**src/rtl/inst_prefetch_if.sv**
```systemverilog
// Bus bundle between the prefetch unit, the control/decode side and the instruction ROM.
interface inst_prefetch_if #(
    parameter int XLEN  = 32,
    parameter int DEPTH = 4
);
    localparam int CW = $clog2(DEPTH + 1);

    logic            jumpFlagIn;
    logic [XLEN-1:0] jumpAddrIn;
    logic            holdFlagIn;
    logic            romReqOut;
    logic [XLEN-1:0] romAddrOut;
    logic [XLEN-1:0] romDataIn;
    logic            instValidOut;
    logic [XLEN-1:0] instOut;
    logic [XLEN-1:0] instAddrOut;
    logic [CW-1:0]   countOut;

    // Environment side: control, decode and ROM.
    modport master (
        output jumpFlagIn, jumpAddrIn, holdFlagIn, romDataIn,
        input  romReqOut, romAddrOut, instValidOut, instOut, instAddrOut, countOut
    );

    // Prefetch unit side.
    modport slave (
        input  jumpFlagIn, jumpAddrIn, holdFlagIn, romDataIn,
        output romReqOut, romAddrOut, instValidOut, instOut, instAddrOut, countOut
    );
endinterface

```
**src/rtl/inst_prefetch_unit.sv**
```systemverilog
// Instruction prefetch unit: sequential fetch address generation toward a
// 1-cycle-latency ROM, a DEPTH-entry {address, instruction} FIFO toward decode,
// and a full flush plus PC redirect on jump.
module inst_prefetch_unit #(
    parameter int              XLEN     = 32,
    parameter int              DEPTH    = 4,
    parameter logic [XLEN-1:0] RESET_PC = '0,
    parameter int              PC_STEP  = 4
) (
    input logic            clk,
    input logic            rst,
    inst_prefetch_if.slave bus
);
    localparam int              CW      = $clog2(DEPTH + 1);
    localparam int              PW      = $clog2(DEPTH);
    localparam logic [CW:0]     DEPTH_W = (CW + 1)'(DEPTH);
    localparam logic [XLEN-1:0] STEP_W  = XLEN'(PC_STEP);
    localparam logic [XLEN-1:0] ALIGN_M = ~XLEN'(3);

    logic [XLEN-1:0] fetch_pc_q, fetch_pc_d;
    logic [XLEN-1:0] req_addr_q, req_addr_d;
    logic            inflight_q, inflight_d;
    logic            kill_q, kill_d;
    logic [CW-1:0]   count_q, count_d;
    logic [PW-1:0]   rd_ptr_q, rd_ptr_d;
    logic [PW-1:0]   wr_ptr_q, wr_ptr_d;
    logic [XLEN-1:0] mem_addr_q [DEPTH];
    logic [XLEN-1:0] mem_addr_d [DEPTH];
    logic [XLEN-1:0] mem_inst_q [DEPTH];
    logic [XLEN-1:0] mem_inst_d [DEPTH];

    logic            issue;
    logic            push;
    logic            pop;
    logic            head_vld;
    logic [CW:0]     occupancy;

    // Credit check uses registered state only; a pop this cycle does not free a slot early.
    assign occupancy = {1'b0, count_q} + {{CW{1'b0}}, inflight_q};
    assign head_vld  = (count_q != '0) && !bus.jumpFlagIn;
    assign issue     = !rst && !bus.jumpFlagIn && (occupancy < DEPTH_W);
    // Responses from requests made before a jump are killed, never pushed.
    assign push      = inflight_q && !kill_q && !bus.jumpFlagIn;
    assign pop       = head_vld && !bus.holdFlagIn;

    assign bus.romReqOut    = issue;
    assign bus.romAddrOut   = fetch_pc_q;
    assign bus.instValidOut = head_vld;
    assign bus.instOut      = mem_inst_q[rd_ptr_q];
    assign bus.instAddrOut  = mem_addr_q[rd_ptr_q];
    assign bus.countOut     = count_q;

    // Next-state: jump flushes everything and redirects, otherwise issue/push/pop.
    always_comb begin
        fetch_pc_d = fetch_pc_q;
        req_addr_d = req_addr_q;
        inflight_d = inflight_q;
        kill_d     = kill_q;
        count_d    = count_q;
        rd_ptr_d   = rd_ptr_q;
        wr_ptr_d   = wr_ptr_q;
        mem_addr_d = mem_addr_q;
        mem_inst_d = mem_inst_q;

        if (bus.jumpFlagIn) begin
            fetch_pc_d = bus.jumpAddrIn & ALIGN_M;
            inflight_d = 1'b0;
            kill_d     = 1'b1;
            count_d    = '0;
            rd_ptr_d   = '0;
            wr_ptr_d   = '0;
        end else begin
            inflight_d = issue;
            kill_d     = 1'b0;
            if (issue) begin
                fetch_pc_d = fetch_pc_q + STEP_W;
                req_addr_d = fetch_pc_q;
            end
            if (push) begin
                mem_addr_d[wr_ptr_q] = req_addr_q;
                mem_inst_d[wr_ptr_q] = bus.romDataIn;
                wr_ptr_d             = wr_ptr_q + PW'(1);
            end
            if (pop) begin
                rd_ptr_d = rd_ptr_q + PW'(1);
            end
            case ({push, pop})
                2'b10:   count_d = count_q + CW'(1);
                2'b01:   count_d = count_q - CW'(1);
                default: count_d = count_q;
            endcase
        end
    end

    // State register; reset also clears the FIFO storage so the head outputs read zero.
    always_ff @(posedge clk) begin
        if (rst) begin
            fetch_pc_q <= RESET_PC;
            req_addr_q <= '0;
            inflight_q <= 1'b0;
            kill_q     <= 1'b0;
            count_q    <= '0;
            rd_ptr_q   <= '0;
            wr_ptr_q   <= '0;
            for (int i = 0; i < DEPTH; i++) begin
                mem_addr_q[i] <= '0;
                mem_inst_q[i] <= '0;
            end
        end else begin
            fetch_pc_q <= fetch_pc_d;
            req_addr_q <= req_addr_d;
            inflight_q <= inflight_d;
            kill_q     <= kill_d;
            count_q    <= count_d;
            rd_ptr_q   <= rd_ptr_d;
            wr_ptr_q   <= wr_ptr_d;
            mem_addr_q <= mem_addr_d;
            mem_inst_q <= mem_inst_d;
        end
    end
endmodule

```
**src/flat_wrapper.sv**
```systemverilog
// flat-port wrapper written by rule: the top's interface ports become plain ports
module inst_prefetch_unit_flat 
#(
    parameter int              XLEN     = 32,
    parameter int              DEPTH    = 4,
    parameter logic [XLEN-1:0] RESET_PC = '0,
    parameter int              PC_STEP  = 4
)
  (clk, rst, bus_jumpFlagIn, bus_jumpAddrIn, bus_holdFlagIn, bus_romDataIn, bus_romReqOut, bus_romAddrOut, bus_instValidOut, bus_instOut, bus_instAddrOut, bus_countOut);
  inst_prefetch_if #(.XLEN(XLEN), .DEPTH(DEPTH)) bus_i ();
  input logic clk;
  input logic rst;
  input wire logic [$bits(bus_i.jumpFlagIn)-1:0] bus_jumpFlagIn;
  input wire logic [$bits(bus_i.jumpAddrIn)-1:0] bus_jumpAddrIn;
  input wire logic [$bits(bus_i.holdFlagIn)-1:0] bus_holdFlagIn;
  input wire logic [$bits(bus_i.romDataIn)-1:0] bus_romDataIn;
  output wire logic [$bits(bus_i.romReqOut)-1:0] bus_romReqOut;
  output wire logic [$bits(bus_i.romAddrOut)-1:0] bus_romAddrOut;
  output wire logic [$bits(bus_i.instValidOut)-1:0] bus_instValidOut;
  output wire logic [$bits(bus_i.instOut)-1:0] bus_instOut;
  output wire logic [$bits(bus_i.instAddrOut)-1:0] bus_instAddrOut;
  output wire logic [$bits(bus_i.countOut)-1:0] bus_countOut;
  assign bus_i.jumpFlagIn = bus_jumpFlagIn;
  assign bus_i.jumpAddrIn = bus_jumpAddrIn;
  assign bus_i.holdFlagIn = bus_holdFlagIn;
  assign bus_i.romDataIn = bus_romDataIn;
  assign bus_romReqOut = bus_i.romReqOut;
  assign bus_romAddrOut = bus_i.romAddrOut;
  assign bus_instValidOut = bus_i.instValidOut;
  assign bus_instOut = bus_i.instOut;
  assign bus_instAddrOut = bus_i.instAddrOut;
  assign bus_countOut = bus_i.countOut;
  inst_prefetch_unit #(.XLEN(XLEN), .DEPTH(DEPTH), .RESET_PC(RESET_PC), .PC_STEP(PC_STEP)) u_core (.clk(clk), .rst(rst), .bus(bus_i));
endmodule
```
**config.mk**
```make
export PLATFORM = sky130hd
export DESIGN_NAME = inst_prefetch_unit_flat
export DESIGN_NICKNAME = d
export VERILOG_FILES = /design/src/rtl/inst_prefetch_if.sv /design/src/rtl/inst_prefetch_unit.sv /design/src/flat_wrapper.sv
export SDC_FILE = /design/constraint.sdc
export NUM_CORES = 1
export LEC_CHECK = 0
export ABC_AREA = 1
export CAP_MARGIN = 20
export CORE_UTILIZATION = 25
export CTS_BUF_LIST = sky130_fd_sc_hd__clkbuf_4 sky130_fd_sc_hd__clkbuf_8 sky130_fd_sc_hd__clkbuf_16
export DETAILED_ROUTE_END_ITERATION = 7
export PLACE_DENSITY = 0.53
export REMOVE_ABC_BUFFERS = 1
export SLEW_MARGIN = 20
export SYNTH_ARGS = -nofsm -noshare
export SYNTH_HDL_FRONTEND = slang
export SYNTH_SLANG_ARGS = --single-unit
```
**constraint.sdc**
```tcl
create_clock -name clk -period 2.5 [get_ports clk]
set_clock_uncertainty 0.2 [all_clocks]
set_input_delay 0.25 -clock clk [delete_from_list [all_inputs] [get_ports clk]]
set_output_delay 0.25 -clock clk [all_outputs]
set_load 0.02 [all_outputs]
```
# ---- Word level (Yosys, flattened, before mapping)
# Cells that the tools add are included.
dict set report classes {
  n_addsub 6
  magnitude_cmp 4
  eq_ne 2
  mux 14
  bitwise_logic 3
  n_reduce_logical 17
}
# operator n
set op_table {}
lappend op_table {{bitwise mux 128 bit} 2}
lappend op_table {{two-way mux 32 bit} 7}
lappend op_table {{binary-select mux 32 bit (select 2 bit)} 2}
lappend op_table {{demux 32 bit (select 2 bit)} 1}
lappend op_table {{adder 32 x 3 -> 32 bit (second input constant)} 1}
lappend op_table {{logical AND 1 bit} 7}
lappend op_table {{>= comparator 3 bit (second input constant)} 2}
lappend op_table {{inverter 2 -> 3 bit} 2}
lappend op_table {{one-hot mux 3 bit (2 select lines)} 1}
lappend op_table {{adder 2 x 1 -> 2 bit (second input constant)} 2}
lappend op_table {{adder 3 x 1 -> 4 bit} 1}
lappend op_table {{logical NOT 1 bit} 4}
lappend op_table {{less-than comparator 4 x 3 -> 1 bit (second input constant)} 1}
lappend op_table {{AND reduction 2 bit} 2}
lappend op_table {{nonzero test 2 bit} 2}
lappend op_table {{adder 3 x 1 -> 3 bit (second input constant)} 1}
lappend op_table {{less-than comparator 3 x 1 -> 1 bit (second input constant)} 1}
lappend op_table {{nonzero test 3 bit} 1}
lappend op_table {{subtractor 3 x 1 -> 3 bit (second input constant)} 1}
lappend op_table {{equality test 2 x 1 -> 1 bit (second input constant)} 1}
lappend op_table {{equality test 2 bit (second input constant)} 1}
lappend op_table {{OR reduction 2 bit} 1}
lappend op_table {{two-way mux 1 bit} 1}
lappend op_table {{inverter 1 bit} 1}
dict set report word_totals {
  regBits 329
  in_bits 68
  wordCells 62
}

# ---- Depth between registers and ports, before layout
dict set report logic_depth {
  depth_word 6
  mapped_depth 11
}

# ---- Least setup slack after synthesis
# No wires, ideal clock.
dict set report synth_timing {
  path_type {register to register}
  from {register u_core.count_q[0], in the netlist u_core.bus.countOut[0]}
  to {register u_core.count_q[2], in the netlist u_core.bus.countOut[2]}
  setup_time_ns 0.116
  arrival_time_ns 1.775
  required_time_ns 2.184
  path_slack_ns 0.410
  stages_incl_launch_ff 12
  n_path_buf 0
  period_less_slack_ns 2.090
  path_cell_list {dfxtp_1 -> inv_1 -> nand3_1 -> nand3b_1 -> inv_1 -> ha_1 -> inv_1 -> fa_1 -> a21oi_1 -> o21ai_0 -> xor2_1 -> nor2_1}
}
dict set report synth_via {
  elab_chain_len 5
  word_cells_on_any_way 9
  classes_between {add/sub: 2; eq/ne: 2; mux: 1; reduce/logical: 4}
}
# element line
set synth_lines {}
lappend synth_lines {{from (decl)} inst_prefetch_unit.sv:24} ;# logic [CW-1:0] count_q, count_d;
lappend synth_lines {{from (signal assigned)} inst_prefetch_unit.sv:114} ;# count_q <= count_d;
lappend synth_lines {{nonzero test 3 bit (*)} inst_prefetch_unit.sv:40} ;# assign head_vld = (count_q != '0) && !bus.jumpFlagIn;
lappend synth_lines {{logical AND 1 bit (*)} inst_prefetch_unit.sv:40}
lappend synth_lines {{logical AND 1 bit (*)} inst_prefetch_unit.sv:44} ;# assign pop = head_vld && !bus.holdFlagIn;
lappend synth_lines {{via u_core.pop} inst_prefetch_unit.sv:34} ;# logic pop;
lappend synth_lines {{equality test 2 x 1 -> 1 bit / equality test 2 bit (equally long branches)} inst_prefetch_unit.sv:87} ;# case ({push, pop})
lappend synth_lines {{one-hot mux 3 bit (2 select lines) / nonzero test 2 bit (equally long branches)} n/a}
# Mark *: on every way through the listed nets, which the timed path passes. The rest lies on a longest branch.
# A chain may end at the register's enable or synchronous reset.

# ---- Worst setup path in the final report
dict set report layout_timing {
  from {register u_core.rd_ptr_q[0]}
  to {output port bus_instAddrOut[14]}
}
dict set report layout_via {
  elab_chain_len 4
}
# element line
set layout_lines {}
lappend layout_lines {{from (decl)} inst_prefetch_unit.sv:25} ;# logic [PW-1:0] rd_ptr_q, rd_ptr_d;
lappend layout_lines {{from (signal assigned)} inst_prefetch_unit.sv:115} ;# rd_ptr_q <= rd_ptr_d;
lappend layout_lines {{inverter 2 -> 3 bit (implied by the code)} inst_prefetch_unit.sv:50} ;# assign bus.instAddrOut = mem_addr_q[rd_ptr_q];
lappend layout_lines {{binary-select mux 32 bit (select 2 bit)} inst_prefetch_unit.sv:50}
lappend layout_lines {{two-way mux 32 bit (implied by the code) (2 in series)} inst_prefetch_unit.sv:50}
lappend layout_lines {{to (decl)} flat_wrapper.sv:21} ;# output wire logic [$bits(bus_i.instAddrOut)-1:0] bus_instAddrOut;
# Every way passes these cells. The select of a mux whose other input is x is not followed.

==> reports/qor.yml <==
yosysSeqAreaShare_pct: 46.0
start_util_pct: 25.5
synth_area_um2: 13800
muxShareOfSynthArea_pct: 0
dieArea_um2: 56100
routedWlPerCell_um: 16.7
critPathArrivalTime_ns: 1.99
crit_fanout: 8
synthTopCellsByArea: "dfxtp_1 (46%), o21ai_0 (14%), nor2_1 (13%)"
slowest_stage: "dfxtp_4"
cp-end-kind: "output pin"
diodes: 0
period_needed_ns: 2.44
rows: 85
yosysMostFrequentCell: "nor2_1"
grt_start_max_net_pins: 69
synth_top_area_share_pct: 46.0
setup_viol_count_final: 0
antenna_left: 0
cts_buffer_depth: 3
holdWs_ns: 0.142
gr-total-overflow: 0
hpwl_mm: 29.2
grt_pass1_wl_mm: 71.8
path_class: "register to output pin"
cap_violations: 0
antenna_found_initial: 0
cts.htree.levels: 2
clock_sinks: 317
nets: 2135
drv_slew: 0
pwr_density_cell_nw_per_um2: 666
fin_tns_setup_ns: 0
regArea_um2: 6350
p_leak_nw: 7.05
clk_pin_slew_ns: 0.06
crit_chain: "buf_8 -> buf_12 -> buf_4 -> o21ai_0 -> o22ai_2 -> buf_4"
cp_common_cell: "buf_4"
path_delay_family: "buffers and inverters"
outcome: "finished clean"
viasPerCell: 4.78
fin_crit_sh_pct: 97.7
synthAdderAreaFrac_pct: 0.690
synthSimpleGateAreaFrac_pct: 21.0
ys_warn_count: 0
cts_tree: "done"
numCtsBuffers: 38
synth_xor_area_share_pct: 0.254
first_global_vias: 12500
slew_headroom_pct: 63.4
yosysTopAreaCell: "dfxtp_1"
drt_wl_total_mm: 46.6
worstMarginPinSlew_ns: 0.549
drtIter0Drc: 1016
synth_compound_area_share_pct: 23.7
peakVddDrop_v: 0.000332
avgSynthCellArea_um2: 7.17
hold_viol_final: 0
ys.flop_type: "dfxtp_1"
synth_common_cells: "nor2_1 (493), o21ai_0 (389), dfxtp_1 (317), nand2_1 (132), a21oi_1 (129)"
fp.dieW_um: 237
power_mw: 11.8
via_count: 13300
remaining_drc_errors: 0
fill_cells: 5719
synth_top_family_by_area: "compound AO/OA/AOI/OAI gates"
place_inst: 2708
chipHeight_um: 237
max_stage_delay_ns: 0.44
final_cell_area_um2: 17700
worstPathRequired_ns: 2.05
place_congestion: 0.851
cp_num_buf_inv: 4
start_kind: "register"
firstDrtPassIters: 5
portBuffers: 162
synth_edf_count: 0
netlist_instances: 1921
dpl-instance-area_um2: 16300
clock_latency_ns: 0.55
io-pin-count: 169
final_layout_size_suffix_gt1_share_pct: 11.8
fmax_mhz: 410
yosysUniqueCellTypes: 41
syn2layout_area_growth_pct: 28.4
clockRootBuffer: "clkbuf_16"
multi_input_comb_area_um2: 6400
coreArea_um2: 54100
rsz0062_at_grt: "true"
grt_usage_pct: 16.3
fin_cells: 2784
yosys_register_bits: 317
hp-class: "primary input to register"
async_flop_share_pct: 0
==> where the power goes <==
| part | total, mW | leakage, nW | internal (mW) | switching, mW |
|---|---|---|---|---|
| combinational | 1.02 | 3.85 | 0.414 | 0.603 |
| clock | 5.49 | 0.628 | 3.29 | 2.20 |
| sequential | 5.27 | 2.57 | 5.17 | 0.0977 |
| total | 11.8 | 7.05 | 8.87 | 2.90 |
==> cells by family (layout without fill, tap and decap cells) <==
family | Yosys count | after routing
flip-flops | 317 | 317
adder cells (fa/ha/maj) | 7 | 7
XOR/XNOR | 4 | 4
AND/OR/NAND/NOR | 718 | 718
other | 1 | 4
AO/OA/AOI/OAI | 621 | 621
buffers and inverters | 253 | 417
==> stage by stage <==
| step | worst slack (ns) | util (%) |
|---|---|---|
| 2_1_floorplan | -3.20 | - |
| 3_3_place_gp | 0.0288 | 30.1 |
| 3_5_place_dp | 0.0620 | 30.1 |
| 4_1_cts | -0.0935 | 32.7 |
| 5_1_grt | -0.0250 | 32.7 |
| 6_report | 0.0587 | 32.7 |
==> worst min-delay path, cell delays in order <==
cell and delay [ns]:
clkdlybuf4s50_1 0.42, nand2_1 0.08, a31oi_1 0.07
==> final timing paths <==
| check | to | slack [ns] | from | depth (start not counted) |
|---|---|---|---|---|
| max | bus_instAddrOut[14] | 0.06 | u_core.rd_ptr_q[0] | 6 |
| min | u_core.bus.romAddrOut[3] | 0.14 | bus_jumpAddrIn[3] | 3 |
| max reg2reg | u_core.bus.countOut[2] | 0.35 | u_core.bus.countOut[1] | 11 |
| min reg2reg | u_core.mem_inst_q[60] | 0.28 | u_core.mem_inst_q[60] | 2 |
==> final cells by class <==
| cell class | instances | area share, % |
|---|---|---|
| inverter | 106 | 2.33 |
| timing repair buffer | 243 | 13.7 |
| sequential | 317 | 35.9 |
| tap | 696 | 4.92 |
| clock inverter | 12 | 0.538 |
| clock buffer | 56 | 6.49 |
| multi-input combinational | 1354 | 36.2 |
==> placed cells by master (no fill, tap or decap), types with 17 or more instances in the layout <==
cell             count
o21ai_0            385
nand2_1            132
dfxtp_1            315
nand3_1             56
clkbuf_16           41
buf_4               66
o22ai_1             50
a21oi_1            129
nor2_1             493
o21ai_1             17
inv_1               97
clkdlybuf4s50_1     98
buf_12              21
==> state kept, by name, summed over array words and instances, names as in the netlist <==
name,flops
u_core.bus.countOut,3
u_core.req_addr_q,30
u_core.wr_ptr_q,2
u_core.inflight_q,1
u_core.bus.romAddrOut,30
u_core.kill_q,1
u_core.rd_ptr_q,2
u_core.mem_inst_q,128
u_core.mem_addr_q,120
==> layer usage <==
metal	share of wire, %	up-vias	track usage [%]
li1	-	6633	-
met3	5.1	71	3.12
met1	47	6269	21.7
met4	2.4	0	4.82
met5	0	-	0
met2	46	342	26.7
==> repair_timing <==
| item | 4_1_cts | 5_1_grt |
|---|---|---|
| gates resized for setup | 107 | 43 |
| cloned | 1 | 2 |
| hold buffers | 1 | 0 |
| pin swaps | 3 | 4 |
| endpoints found under the setup margin | 60 | 31 |
| setup buffers | 4 | 0 |
| endpoints found under the hold margin | 6 | 0 |
(Power assumes the default switching activity.)
